## config.mk

```make
export PLATFORM = sky130hd
export DESIGN_NAME = fifo_alu_sequencer
export DESIGN_NICKNAME = d
export VERILOG_FILES = /design/src/rtl/fifo_alu_sequencer.sv
export SDC_FILE = /design/constraint.sdc
export NUM_CORES = 1
export LEC_CHECK = 0
export CORE_ASPECT_RATIO = 1.2
export CORE_MARGIN = 4
export CORE_UTILIZATION = 51
export CTS_CLUSTER_DIAMETER = 100
export DETAILED_ROUTE_END_ITERATION = 8
export DONT_BUFFER_PORTS = 1
export PLACE_DENSITY = 0.71
export SYNTH_ARGS = -nofsm -noshare
export SYNTH_HDL_FRONTEND = slang
export SYNTH_SLANG_ARGS = --single-unit
```

## constraint.sdc

```tcl
create_clock -name clk -period 1.5 [get_ports clk]
set_input_delay 0.3 -clock clk [delete_from_list [all_inputs] [get_ports clk]]
set_output_delay 0.3 -clock clk [all_outputs]
set_load 0.05 [all_outputs]
```

## src/rtl/fifo_alu_sequencer.sv

```systemverilog
// Sequencer between an 8-bit FIFO and a 16-bit ALU: pops four bytes, issues one ALU op,
// waits for completion with a timeout and offers the result on a valid/ready port.
module fifo_alu_sequencer #(
   parameter int unsigned TIMEOUT_CYC = 64,
   parameter int unsigned CNT_W       = 8
) (
   input  logic              clk,
   input  logic              rst_n,
   input  logic              cfg_en,
   input  logic [2:0]        cfg_op,
   input  logic              clr_err,
   output logic              fifo_rd_en,
   input  logic [7:0]        fifo_data,
   input  logic              fifo_empty,
   output logic [15:0]       alu_a,
   output logic [15:0]       alu_b,
   output logic [2:0]        alu_op,
   output logic              alu_start,
   input  logic [15:0]       alu_result,
   input  logic              alu_done,
   input  logic              alu_ovf,
   output logic [15:0]       res_data,
   output logic              res_ovf,
   output logic              res_valid,
   input  logic              res_ready,
   output logic              busy,
   output logic              err_timeout,
   output logic [CNT_W-1:0]  op_count
);

   localparam int unsigned TW = $clog2(TIMEOUT_CYC);

   typedef enum logic [2:0] {
      S_IDLE,
      S_FETCH,
      S_ISSUE,
      S_WAIT,
      S_OUTPUT
   } state_t;

   state_t          state;
   logic [2:0]      rd_cnt;
   logic [2:0]      cap_cnt;
   logic            pend;
   logic [TW-1:0]   tcnt;

   // Pop whenever data is available and fewer than four bytes have been requested
   assign fifo_rd_en = (state == S_FETCH) && !fifo_empty && (rd_cnt < 3'd4);

   always_ff @(posedge clk or negedge rst_n) begin
      if (!rst_n) begin
         state       <= S_IDLE;
         rd_cnt      <= '0;
         cap_cnt     <= '0;
         pend        <= 1'b0;
         tcnt        <= '0;
         alu_a       <= '0;
         alu_b       <= '0;
         alu_op      <= '0;
         alu_start   <= 1'b0;
         res_data    <= '0;
         res_ovf     <= 1'b0;
         res_valid   <= 1'b0;
         busy        <= 1'b0;
         err_timeout <= 1'b0;
         op_count    <= '0;
      end else begin
         alu_start <= 1'b0;
         if (clr_err) begin
            err_timeout <= 1'b0;
         end
         case (state)
            S_IDLE: begin
               if (cfg_en) begin
                  state   <= S_FETCH;
                  busy    <= 1'b1;
                  alu_op  <= cfg_op;
                  rd_cnt  <= '0;
                  cap_cnt <= '0;
                  pend    <= 1'b0;
               end
            end
            S_FETCH: begin
               pend <= fifo_rd_en;
               if (fifo_rd_en) begin
                  rd_cnt <= rd_cnt + 3'd1;
               end
               // Byte of the previous cycle's pop lands now, little-endian A then B
               if (pend) begin
                  case (cap_cnt[1:0])
                     2'd0: alu_a[7:0]  <= fifo_data;
                     2'd1: alu_a[15:8] <= fifo_data;
                     2'd2: alu_b[7:0]  <= fifo_data;
                     2'd3: alu_b[15:8] <= fifo_data;
                  endcase
                  cap_cnt <= cap_cnt + 3'd1;
               end
               if (cap_cnt == 3'd4) begin
                  state     <= S_ISSUE;
                  alu_start <= 1'b1;
                  tcnt      <= '0;
               end
            end
            S_ISSUE: begin
               state <= S_WAIT;
               tcnt  <= '0;
            end
            S_WAIT: begin
               // Completion takes priority over the timeout in the limit cycle
               if (alu_done) begin
                  res_data  <= alu_result;
                  res_ovf   <= alu_ovf;
                  res_valid <= 1'b1;
                  state     <= S_OUTPUT;
               end else if (tcnt + TW'(1) == TW'(TIMEOUT_CYC - 1)) begin
                  err_timeout <= 1'b1;
                  state       <= S_IDLE;
                  busy        <= 1'b0;
               end else begin
                  tcnt <= tcnt + TW'(1);
               end
            end
            S_OUTPUT: begin
               if (res_ready) begin
                  res_valid <= 1'b0;
                  op_count  <= op_count + CNT_W'(1);
                  state     <= S_IDLE;
                  busy      <= 1'b0;
               end
            end
            default: begin
               state <= S_IDLE;
               busy  <= 1'b0;
            end
         endcase
      end
   end

endmodule

```

# == Word level (Yosys, flattened, before mapping) ==
# Cells that the tools add are included.
# classes
add_sub_neg,4
n_lt_le_gt_ge,1
n_eq_ne,19
muxes,30
bitwise_logic,1
n_reduce_logical,23
# op_table
operator,count
3-bit 2-to-1 mux,8
3-bit AND reduction,7
6-bit 2-to-1 mux,3
6-bit one-hot mux with 3 select lines,1
"2-bit != test, second input constant",8
3-bit one-hot mux with 5 select lines,1
1-bit 2-to-1 mux,12
3-bit one-hot mux with 2 select lines,2
"8-bit by 1-bit adder with 8-bit output, second input constant",1
2-bit AND reduction,4
4-bit AND reduction,2
"3-bit by 1-bit adder with 3-bit output, second input constant",2
"6-bit by 1-bit adder with 6-bit output, second input constant",1
"3-bit by 2-bit == test with 1-bit output, second input constant",2
"3-bit == test, second input constant",2
"6-bit == test, second input constant",1
5-bit AND reduction,1
"2-bit == test, second input constant",2
1-bit one-hot mux with 2 select lines,2
1-bit one-hot mux with 4 select lines,1
2-bit nonzero test,2
"3-bit by 1-bit == test with 1-bit output, second input constant",1
3-bit logical NOT,1
"3-bit less-than comparator, second input constant",1
9 further kinds,10
# totals
reg_bits,80
in_bits,35
out_inout_bits,65
elab_cells,95

# == Depth between registers and ports, before layout ==
# depth
ltp_word,5
ltp_mapped,6
depth_no_buf,6

# == Least setup slack after synthesis ==
# Ideal clock, no wire load.
# synth_path
path_kind,reg-to-reg
startpoint,register state[1]
endpoint,register rd_cnt[1]
setup_time_ns,0.154
arrival_time_ns,1.614
required_ns,1.346
setup_slack_ns,-0.268
path_stages_with_launch,5
path_buffers,1
synth_period_minus_slack_ns,1.768
cell_sequence,dfrtp_1 buf_4 or3b_4 nor3_4 o21ai_0
# synth_via
elab_chain_len,5
elab_cells_between_ends,9
classes_between,3 x eq/ne; 1 x mux; 5 x reduce/logical
# synth_rtl
item,line,rtl
from (decl),41,state_t state;
from (signal assigned),52,state <= S_IDLE;
from (signal assigned),75,state <= S_FETCH;
from (signal assigned),99,state <= S_ISSUE;
3-bit by 1-bit == test with 1-bit output,48,assign fifo_rd_en = (state == S_FETCH) && !fifo_empty && (rd_cnt < 3'd4);
1-bit logical AND (2 in a row),48,
via fifo_rd_en,12,"output logic fifo_rd_en,"
2-bit != test (no line),n/a,
3-bit AND reduction (no line),n/a,
to (signal assigned),86,rd_cnt <= rd_cnt + 3'd1;
to (decl),42,logic [2:0] rd_cnt;
# The timed path passes the listed nets, and every way through them passes these cells.
# A chain may end at the register's enable or synchronous reset.

# == Worst setup path after layout ==
# layout_path
startpoint,register state[1]
endpoint,output port fifo_rd_en
# layout_via
elab_chain_len,3
# layout_rtl
item,line
3-bit by 1-bit == test with 1-bit output,48
1-bit logical AND (2 in a row),48
to (decl),12
# Every way passes these cells.

==> qor.tcl <==
set qor(run_status) {finished, violations left}
set qor(violated_checks) {negative hold slack, negative setup slack}
set qor(synth.top_cell.area_share_pct) 55.1
set qor(layout.core_utilization_pct) 65.6
set qor(final-instance-count-excl-fill) 403
set qor(globalRouteOverflowTotal) 0
set qor(worst_ir_drop_vdd_v) 0.00118
set qor(global_route_usage_over_all_layers_pct) 18.0
set qor(placement.io_buffers) 0
set qor(yosysUniqueCellTypes) 46
set qor(drv_cap) 0
set qor(grt_first_pass_wirelength_mm) 12.1
set qor(post_synth_main_area_contributors) {sky130_fd_sc_hd__dfrtp_1 55%, sky130_fd_sc_hd__mux2_4 17%, sky130_fd_sc_hd__mux2_2 3.1%}
set qor(clock_skew_ns) 0.0144
set qor(antenna_found_initial) 0
set qor(design.core.area_um2) 6900
set qor(ios) 100
set qor(fillCellCount) 474
set qor(post-place-cells) 365
set qor(worstReg2RegEnd) {alu_b[3]$_DFFE_PN0P_}
set qor(clock_tree_from_tritoncts) {built}
set qor(number_of_sinks_driven_by_the_clock_tree) 80
set qor(cts_buffers) 9
set qor(critical_path.reg2reg.startpoint) {state[1]$_DFFE_PN0P_}
set qor(worstPathMaxFanout) 2
set qor(syn_area_um2) 3630
set qor(multi_input_area_um2) 1760
set qor(synth-seq-area-share_pct) 55.1
set qor(placementRows) 33
set qor(drive_gt1_share_pct) 47.8
set qor(final-setup-viol-count) 66
set qor(final_critical_path_setup_slack_ns) -0.287
set qor(max_freq_mhz) 560
set qor(r2r_setup_slk_ns) -0.20
set qor(wl_per_cell_um) 18.9
set qor(timing.critical_path.from) {state[1]$_DFFE_PN0P_}
set qor(comb_power_share_pct) 28.1
set qor(synthMostInstantiatedCell) {sky130_fd_sc_hd__dfrtp_1}
set qor(power_frac_clock_pct) 14.2
set qor(power.net_switching_mw) 5.35
set qor(ctsLongestPathBuffers) 2
set qor(yosys.area.top_type) {sky130_fd_sc_hd__dfrtp_1}
set qor(synth_area_per_cell_um2) 14.2
set qor(fp.dieW_um) 85.1
set qor(period_needed_ns) 1.79
set qor(ant_nets) 0
set qor(synth-async-reset-ratio_pct) 100
set qor(p_leak_nw) 2.14
set qor(grt_setup_unrepaired) {yes}
set qor(detailedRoute.firstIterationViolations) 82
set qor(yosysWarnings) 0
set qor(grt_max_degree) 81
set qor(netlist_top_cells_count) {80 x sky130_fd_sc_hd__dfrtp_1, 40 x sky130_fd_sc_hd__mux2_4, 23 x sky130_fd_sc_hd__nand2_1, 10 x sky130_fd_sc_hd__mux2_2, 10 x sky130_fd_sc_hd__nor2_1}
set qor(finalHoldViolCount) 80
set qor(detail_placement_hpwl_mm) 4.97
set qor(whs_ns) -0.365
set qor(critical_path.endpoint_type) {output port}
set qor(synth_enable_flop_cells) 0
set qor(power.density_nw_per_um2) 2430
set qor(die_h_um) 100
set qor(floorplan.initialDensity_pct) 52.7
set qor(num-nets-final) 354
set qor(synthesized_netlist_cell_count) 256
set qor(power_report.internal_total_mw) 5.64
set qor(cts_htree_levels) 3
set qor(routabilityCongestion) 0.830
set qor(crit_type) {reg2out}
set qor(drt_first_pass_iters) 4
set qor(arrival_ns) 1.49
set qor(synth-seq-cells) 80
set qor(clock_tree.root_cell) {sky130_fd_sc_hd__clkbuf_8}
set qor(vias_per_cell) 5.42
set qor(critPathRequiredTime_ns) 1.20
set qor(hp-class) {in2async}
set qor(drc) 0
set qor(grt_pass1_vias) 2346
set qor(share_seq_of_total_power_pct) 57.8
set qor(final_min_period_over_clock_period_pct) 119
set qor(antenna_cell_count) 0
set qor(mappedNetlistNets) 299
set qor(timing.final.max_slew_violations) 0
set qor(route.final.wire_length_mm) 7.62
set qor(worstMarginPinSlew_ns) 0.543
set qor(synth_flop_cell) {sky130_fd_sc_hd__dfrtp_1}
set qor(worstSetupStartpointType) {flop}
set qor(seq_area_um2) 2010
set qor(clkTransAtPathRegs_ns) 0.09
set qor(area_delta_synth_final_pct) 24.5
set qor(switching_part_of_the_total_power_pct) 48.7
set qor(die_area_um2) 8540
set qor(slew-limit-headroom_pct) 63.8
set qor(clk_latency_ns) 0.35
set qor(num_vias) 2183
set qor(r2r_cells) 6
[how the worst max path moves through the flow]
stage / depth (start not counted) / end / slack (ns)
floorplan: 4 / rd_cnt[1]$_DFFE_PN0P_ / -0.25
global placement: 3 / fifo_rd_en / -0.08
detailed placement: 3 / fifo_rd_en / -0.11
CTS: 3 / fifo_rd_en / -0.32
global route: 3 / fifo_rd_en / -0.35
finish: 3 / fifo_rd_en / -0.29
[cells by family after synthesis]
kind of cell / Yosys count / share of synthesized area, %
compound gates: 26 / 4.68
xor+xnor: 11 / 2.65
fa+ha+maj: 8 / 2.75
buf+inv: 14 / 2.51
flops: 80 / 55.1
mux: 54 / 20.7
simple gates: 63 / 11.6
[sequential cells by signal (all words and copies together), names as in the netlist, 3 cells and up]
register and flops:
tcnt 6, cap_cnt 3, alu_op 3, res_data 16
state 3, alu_b 16, rd_cnt 3, alu_a 16
op_count 8
[metal layers]
layer / up-vias / routed length [um] / GRT usage, %
met3: 10 / 660 / 6.95
met4: 0 / 104 / 6.21
met5: - / 0 / 0
met2: 80 / 3910 / 30.4
met1: 1083 / 2950 / 20.8
li1: 1010 / - / -
[repair_timing]
action                                 4_1_cts  5_1_grt
setup endpoints to repair                   51       67
buffers inserted                             7       11
pin swaps                                   11       12
cloned                                       2        2
gates resized for setup                     18       34
endpoints found under the hold margin       80       80
[worst max-delay path: stages (launching register included)]
cell and delay [ns]:
sky130_fd_sc_hd__dfrtp_2 0.41, sky130_fd_sc_hd__or3b_4 0.41, sky130_fd_sc_hd__nor3_4 0.15, sky130_fd_sc_hd__buf_6 0.18
[final cells by class]
cell class | count | share of cell area (%)
clock inverters | 7 | 1.55
repair buffers | 46 | 9.27
multi-input cells | 166 | 38.9
inverters | 8 | 0.664
clock buffers | 9 | 2.74
flip-flops and latches | 80 | 44.4
well taps | 87 | 2.41
[cells in the final DEF, fill, tap and decap left out, types with 5 or more instances in the layout]
cell and n:
sky130_fd_sc_hd__mux2_4 47, sky130_fd_sc_hd__ha_1 6, sky130_fd_sc_hd__clkbuf_8 9, sky130_fd_sc_hd__inv_1 8, sky130_fd_sc_hd__nor2_1 9, sky130_fd_sc_hd__dfrtp_1 74, sky130_fd_sc_hd__o21ai_0 5, sky130_fd_sc_hd__dfrtp_2 6
sky130_fd_sc_hd__nand2_1 22, sky130_fd_sc_hd__buf_4 31, sky130_fd_sc_hd__xnor2_1 6, sky130_fd_sc_hd__buf_6 13, sky130_fd_sc_hd__nand2_8 9
[through the flow]
stage | power [mW] | setup WS [ns] | area, um^2 | TNS, ns
after floorplan | 8.28 | -0.253 | 3650 | -0.906
after global placement | 8.81 | -0.0848 | 3900 | -1.16
after detailed placement | 8.94 | -0.108 | 3900 | -2.27
after CTS | 10.8 | -0.319 | 4270 | -3.13
after global routing | 11.5 | -0.352 | 4520 | -10.56
final | 11.0 | -0.287 | 4520 | -7.24
[power groups by stage]
stage,clock network [mW],logic [mW],registers (mW)
global placement,0,2.41,6.40
finish,1.56,3.09,6.35
global route,1.69,3.33,6.47
floorplan,0,2.03,6.24
CTS,1.60,2.82,6.36
detailed placement,0,2.49,6.44
Note: power is estimated with default switching activity, not from simulation.
